File: src/rtl/fifo_write_arbiter.sv
// fifo_write_arbiter -- round-robin owner of the shared FIFO write port, bounded by burst/packet end.
// Rev 1.0
`default_nettype none

module fifo_write_arbiter #(
  parameter int NREQ      = 4,
  parameter int WIDTH     = 6,
  parameter int MAX_BURST = 4,
  parameter int IDX_W     = $clog2(NREQ)
) (
  input  logic                  clk,
  input  logic                  reset_n,
  input  logic [NREQ-1:0]       req_valid,
  input  logic [NREQ*WIDTH-1:0] req_data,
  input  logic [NREQ-1:0]       req_last,
  output logic [NREQ-1:0]       req_ack,
  input  logic                  fifo_ready,
  output logic                  fifo_write_en,
  output logic [WIDTH-1:0]      fifo_data,
  output logic [IDX_W-1:0]      grant_id,
  output logic                  busy
);

  localparam int CNT_W = $clog2(MAX_BURST + 1);

  typedef enum logic [0:0] {IDLE = 1'b0, OWN = 1'b1} state_t;

  state_t            state, state_nx;
  logic [IDX_W-1:0]  rr_ptr, rr_nx;
  logic [IDX_W-1:0]  grant_nx;
  logic [CNT_W-1:0]  burst_cnt, burst_nx;
  logic              busy_nx;
  logic              wen_nx;
  logic [WIDTH-1:0]  data_nx;

  logic              found;
  logic [IDX_W-1:0]  pick;
  logic [IDX_W:0]    cand;
  logic              own_valid;
  logic              own_last;
  logic [WIDTH-1:0]  own_data;
  logic              xfer;
  logic              release_now;

  // Rotating priority scan starting at rr_ptr; modulo keeps indices below NREQ.
  always_comb begin
    found = 1'b0;
    pick  = '0;
    cand  = '0;
    for (int k = 0; k < NREQ; k++) begin
      cand = {1'b0, rr_ptr} + (IDX_W+1)'(k);
      if (cand >= (IDX_W+1)'(NREQ)) cand = cand - (IDX_W+1)'(NREQ);
      if (!found && req_valid[cand[IDX_W-1:0]]) begin
        found = 1'b1;
        pick  = cand[IDX_W-1:0];
      end
    end
  end

  always_comb begin
    own_valid = req_valid[grant_id];
    own_last  = req_last[grant_id];
    own_data  = req_data[int'(grant_id)*WIDTH +: WIDTH];
    xfer      = (state == OWN) && own_valid && fifo_ready;
  end

  always_comb begin
    req_ack = '0;
    if (reset_n && xfer) req_ack[grant_id] = 1'b1;
  end

  always_comb begin
    state_nx    = state;
    rr_nx       = rr_ptr;
    grant_nx    = grant_id;
    burst_nx    = burst_cnt;
    busy_nx     = busy;
    wen_nx      = 1'b0;
    data_nx     = fifo_data;
    release_now = 1'b0;

    case (state)
      IDLE: begin
        if (found) begin
          state_nx = OWN;
          grant_nx = pick;
          busy_nx  = 1'b1;
          burst_nx = '0;
        end
      end
      OWN: begin
        if (!own_valid) begin
          release_now = 1'b1;
        end else if (fifo_ready) begin
          wen_nx   = 1'b1;
          data_nx  = own_data;
          burst_nx = burst_cnt + 1'b1;
          if (own_last || (burst_cnt == CNT_W'(MAX_BURST - 1))) release_now = 1'b1;
        end
      end
      default: state_nx = IDLE;
    endcase

    // Packet end and burst limit coinciding still yields a single release.
    if (release_now) begin
      state_nx = IDLE;
      rr_nx    = (grant_id == IDX_W'(NREQ - 1)) ? '0 : grant_id + 1'b1;
      grant_nx = '0;
      busy_nx  = 1'b0;
      burst_nx = '0;
    end
  end

  always_ff @(posedge clk) begin
    if (!reset_n) begin
      state         <= IDLE;
      rr_ptr        <= '0;
      burst_cnt     <= '0;
      grant_id      <= '0;
      busy          <= 1'b0;
      fifo_write_en <= 1'b0;
      fifo_data     <= '0;
    end else begin
      state         <= state_nx;
      rr_ptr        <= rr_nx;
      burst_cnt     <= burst_nx;
      grant_id      <= grant_nx;
      busy          <= busy_nx;
      fifo_write_en <= wen_nx;
      fifo_data     <= data_nx;
    end
  end

endmodule

`default_nettype wire

File: config.mk
export PLATFORM = sky130hd
export DESIGN_NAME = fifo_write_arbiter
export DESIGN_NICKNAME = d
export VERILOG_FILES = /design/src/rtl/fifo_write_arbiter.sv
export SDC_FILE = /design/constraint.sdc
export NUM_CORES = 1
export LEC_CHECK = 0
export ABC_AREA = 1
export BUFFER_PORTS_ARGS = -buffer_cell sky130_fd_sc_hd__buf_2
export CAP_MARGIN = 20
export CORE_ASPECT_RATIO = 0.9
export CORE_MARGIN = 2
export CORE_UTILIZATION = 40
export CTS_BUF_LIST = sky130_fd_sc_hd__clkbuf_8
export DETAILED_ROUTE_END_ITERATION = 12
export PLACE_DENSITY = 0.72
export SYNTH_ARGS = -nofsm -noshare
export SYNTH_HDL_FRONTEND = slang
export SYNTH_SLANG_ARGS = --single-unit
File: constraint.sdc
create_clock -name clk -period 3 [get_ports clk]
set_input_delay 0.45 -clock clk [delete_from_list [all_inputs] [get_ports clk]]
set_output_delay 0.45 -clock clk [all_outputs]
set_load 0.01 [all_outputs]
==> results.sh <==
export IMPL_run_status="complete, no violations"
export IMPL_dp_slack_ns=0.746
export IMPL_hold_class="register to register"
export IMPL_whs_ns=0.480
export IMPL_cts_made_buffers=3
export IMPL_tns_ns=0
export IMPL_worstMarginPinSlew_ns=0.692
export IMPL_fin_crit_sh=0.850
export IMPL_core_area_mm2=0.00304
export IMPL_synth_area_top_cells="dfxtp_1 (25%), nand2_1 (10%), nor2_1 (10%), o21ai_0 (9.9%), ha_1 (5.9%)"
export IMPL_setup_viol=0
export IMPL_routed_wirelength_um=3070
export IMPL_num_antenna_cells=0
export IMPL_io_pins=49
export IMPL_synth_top_area_cell="dfxtp_1"
export IMPL_grt_use_total=0.181
export IMPL_crit_arrival_ns=2.10
export IMPL_crit_start="grant_id[0]$_SDFFE_PP0P_"
export IMPL_powerDensity_mw_per_mm2=780
export IMPL_fp_dieW_um=63.4
export IMPL_hold_depth=2
export IMPL_finalNetCount=282
export IMPL_yosysWarnings=0
export IMPL_synth_seq_cells=16
export IMPL_num_vias=1344
export IMPL_firstDrtPassIters=4
export IMPL_vias_per_cell=4.77
export IMPL_regToRegEndpoint="burst_cnt[0]$_SDFFE_PP0P_"
export IMPL_cp_max_fo=22
export IMPL_grt_max_degree=23
export IMPL_worstSkewPairLatency_ns=0.25
export IMPL_rsz0062_at_grt="no"
export IMPL_rows=19
export IMPL_antenna_found_initial=0
export IMPL_wl_per_cell_um=10.9
export IMPL_gp_congestion=0.912
export IMPL_drive_gt1_frac=0.342
export IMPL_synthesis_area_mm2=0.00127
export IMPL_drc=0
export IMPL_synth_most_common_cell="nand2_1"
export IMPL_synth_nets=235
export IMPL_worstHoldStart="burst_cnt[1]$_SDFFE_PP0P_"
export IMPL_drt_first_iter_violations=99
export IMPL_synthFlopType="dfxtp_1"
export IMPL_synth_enable_flop_cells=0
export IMPL_post_cts_setup_buffers=0
export IMPL_numPortBuffers=48
export IMPL_clk_path_buf_depth=2
export IMPL_path_clk_slew_ns=0.06
export IMPL_hpwl_um=2470
export IMPL_crit_type="register to primary output"
export IMPL_placedCellCount=278
export IMPL_yosysUniqueCellTypes=28
export IMPL_hold_viol=0
export IMPL_r2r_cells=9
export IMPL_reg2reg_slack_ns=0.94
export IMPL_min_to="burst_cnt[1]$_SDFFE_PP0P_"
export IMPL_die_y_um=57.4
export IMPL_cts_resized=0
export IMPL_synth_cells=194
export IMPL_first_global_vias=1186
export IMPL_worstSetupStartpointType="register"
export IMPL_async_reset_ff_frac=0
export IMPL_period_needed_ns=2.55
export IMPL_finalClockSkew_ns=0.00194
export IMPL_fillers=338
export IMPL_hold_buffers=0
export IMPL_cp_end_kind="primary output"
export IMPL_fmax_mhz=392
export IMPL_postRouteAntennaNets=0
export IMPL_drv_slew=0
export IMPL_grt_overflow_total=0
export IMPL_finalNonFillerCells=282
export IMPL_drv_cap=0
export IMPL_synthTopCellsByCount="nand2_1 (35), nor2_1 (34), o21ai_0 (25)"
export IMPL_finalWorstSetupSlack_ns=0.449
export IMPL_clock_sinks=16
export IMPL_htreeDepth=1
export IMPL_yosys_area_top_type_share=0.252
export IMPL_grt_pass1_wl_um=5210
export IMPL_area_growth_pct=23.5
export IMPL_timing_rr_start="grant_id[0]$_SDFFE_PP0P_"
export IMPL_root_buffer="clkbuf_8"
export IMPL_die_area_mm2=0.00364
export IMPL_cts_tree="built"
export IMPL_avgSynthCellArea_um2=6.54
export IMPL_ir_worst_vdd_mv=0.383
export IMPL_slew_headroom=0.538
export IMPL_cp_required_ns=2.55
export IMPL_ys_seq_area_frac=0.252
export IMPL_p_leak_uw=0.000805
export IMPL_start_util=0.417
[worst max-delay path: stages (launching register included)]
cell and delay, ns:
dfxtp_1 0.77, a21oi_1 0.13, o21ai_1 0.13, nand2_2 0.11
nor2_4 0.18, inv_2 0.14, nor2_4 0.12, inv_2 0.07
nor2_1 0.08, buf_2 0.14
[layout make-up]
| type | instances | area (µm²) | area share |
|---|---|---|---|
| flip-flops and latches | 16 | 320 | 0.204 |
| well taps | 42 | 52.6 | 0.0335 |
| multi-input cells | 147 | 802 | 0.512 |
| inverters | 25 | 96.3 | 0.0615 |
| clock buffers | 4 | 55.1 | 0.0351 |
| repair buffers | 48 | 240 | 0.153 |
[state kept, by name, summed over array words and instances, names as in the netlist]
name,cells
state,1
burst_cnt,3
fifo_write_en,1
fifo_data,6
rr_ptr,2
busy,1
grant_id,2
[per-layer routing]
layer / share of wire / global-route usage / up-vias / wire length, µm
met5: 0 / 0 / - / 0
met4: 0.0094 / 0.0714 / 0 / 29
met3: 0.053 / 0.0335 / 4 / 164
met2: 0.44 / 0.269 / 33 / 1340
met1: 0.50 / 0.259 / 586 / 1540
li1: - / - / 721 / -
[stage by stage]
stage	power [µW]	utilization	area (µm²)
global route	1340	0.515	1570
global placement	1030	0.497	1510
floorplan	899	-	1270
CTS	1230	0.515	1570
detailed placement	1040	0.497	1510
finish	1220	0.515	1570
[cell usage in the layout (no fill, tap or decap), drive strengths merged, types with 2 or more instances in the layout]
cell,netlist,routed
clkbuf,1,4
nand2,43,43
or2,2,2
a21oi,9,9
ha,6,6
o22ai,6,6
nand3,11,11
inv,25,25
o21ai,28,28
buf,5,48
dfxtp,16,16
nor2,38,38
[logic make-up (layout without fill, tap and decap cells)]
| family | count (synthesis) | count (layout) | share of synthesized area |
|---|---|---|---|
| fa+ha+maj | 6 | 6 | 0.0592 |
| buf+inv | 31 | 77 | 0.115 |
| simple gates | 96 | 96 | 0.371 |
| compound gates | 45 | 45 | 0.202 |
| flops | 16 | 16 | 0.252 |
[power breakdown]
group / leakage (µW) / switching (µW) / internal [µW]
Combinational: 0.000645 / 438 / 247
Clock: 0.0000288 / 69.1 / 116
Sequential: 0.000131 / 84.2 / 268
Total: 0.000805 / 592 / 631
[worst max-delay path by stage]
stage / endpoint / slack (ns)
global placement: req_ack[0] / 0.83
CTS: req_ack[0] / 0.46
floorplan: req_ack[0] / 1.13
finish: req_ack[0] / 0.45
global route: req_ack[1] / 0.28
detailed placement: req_ack[0] / 0.75
No activity file was read; power rests on OpenSTA's default activity.
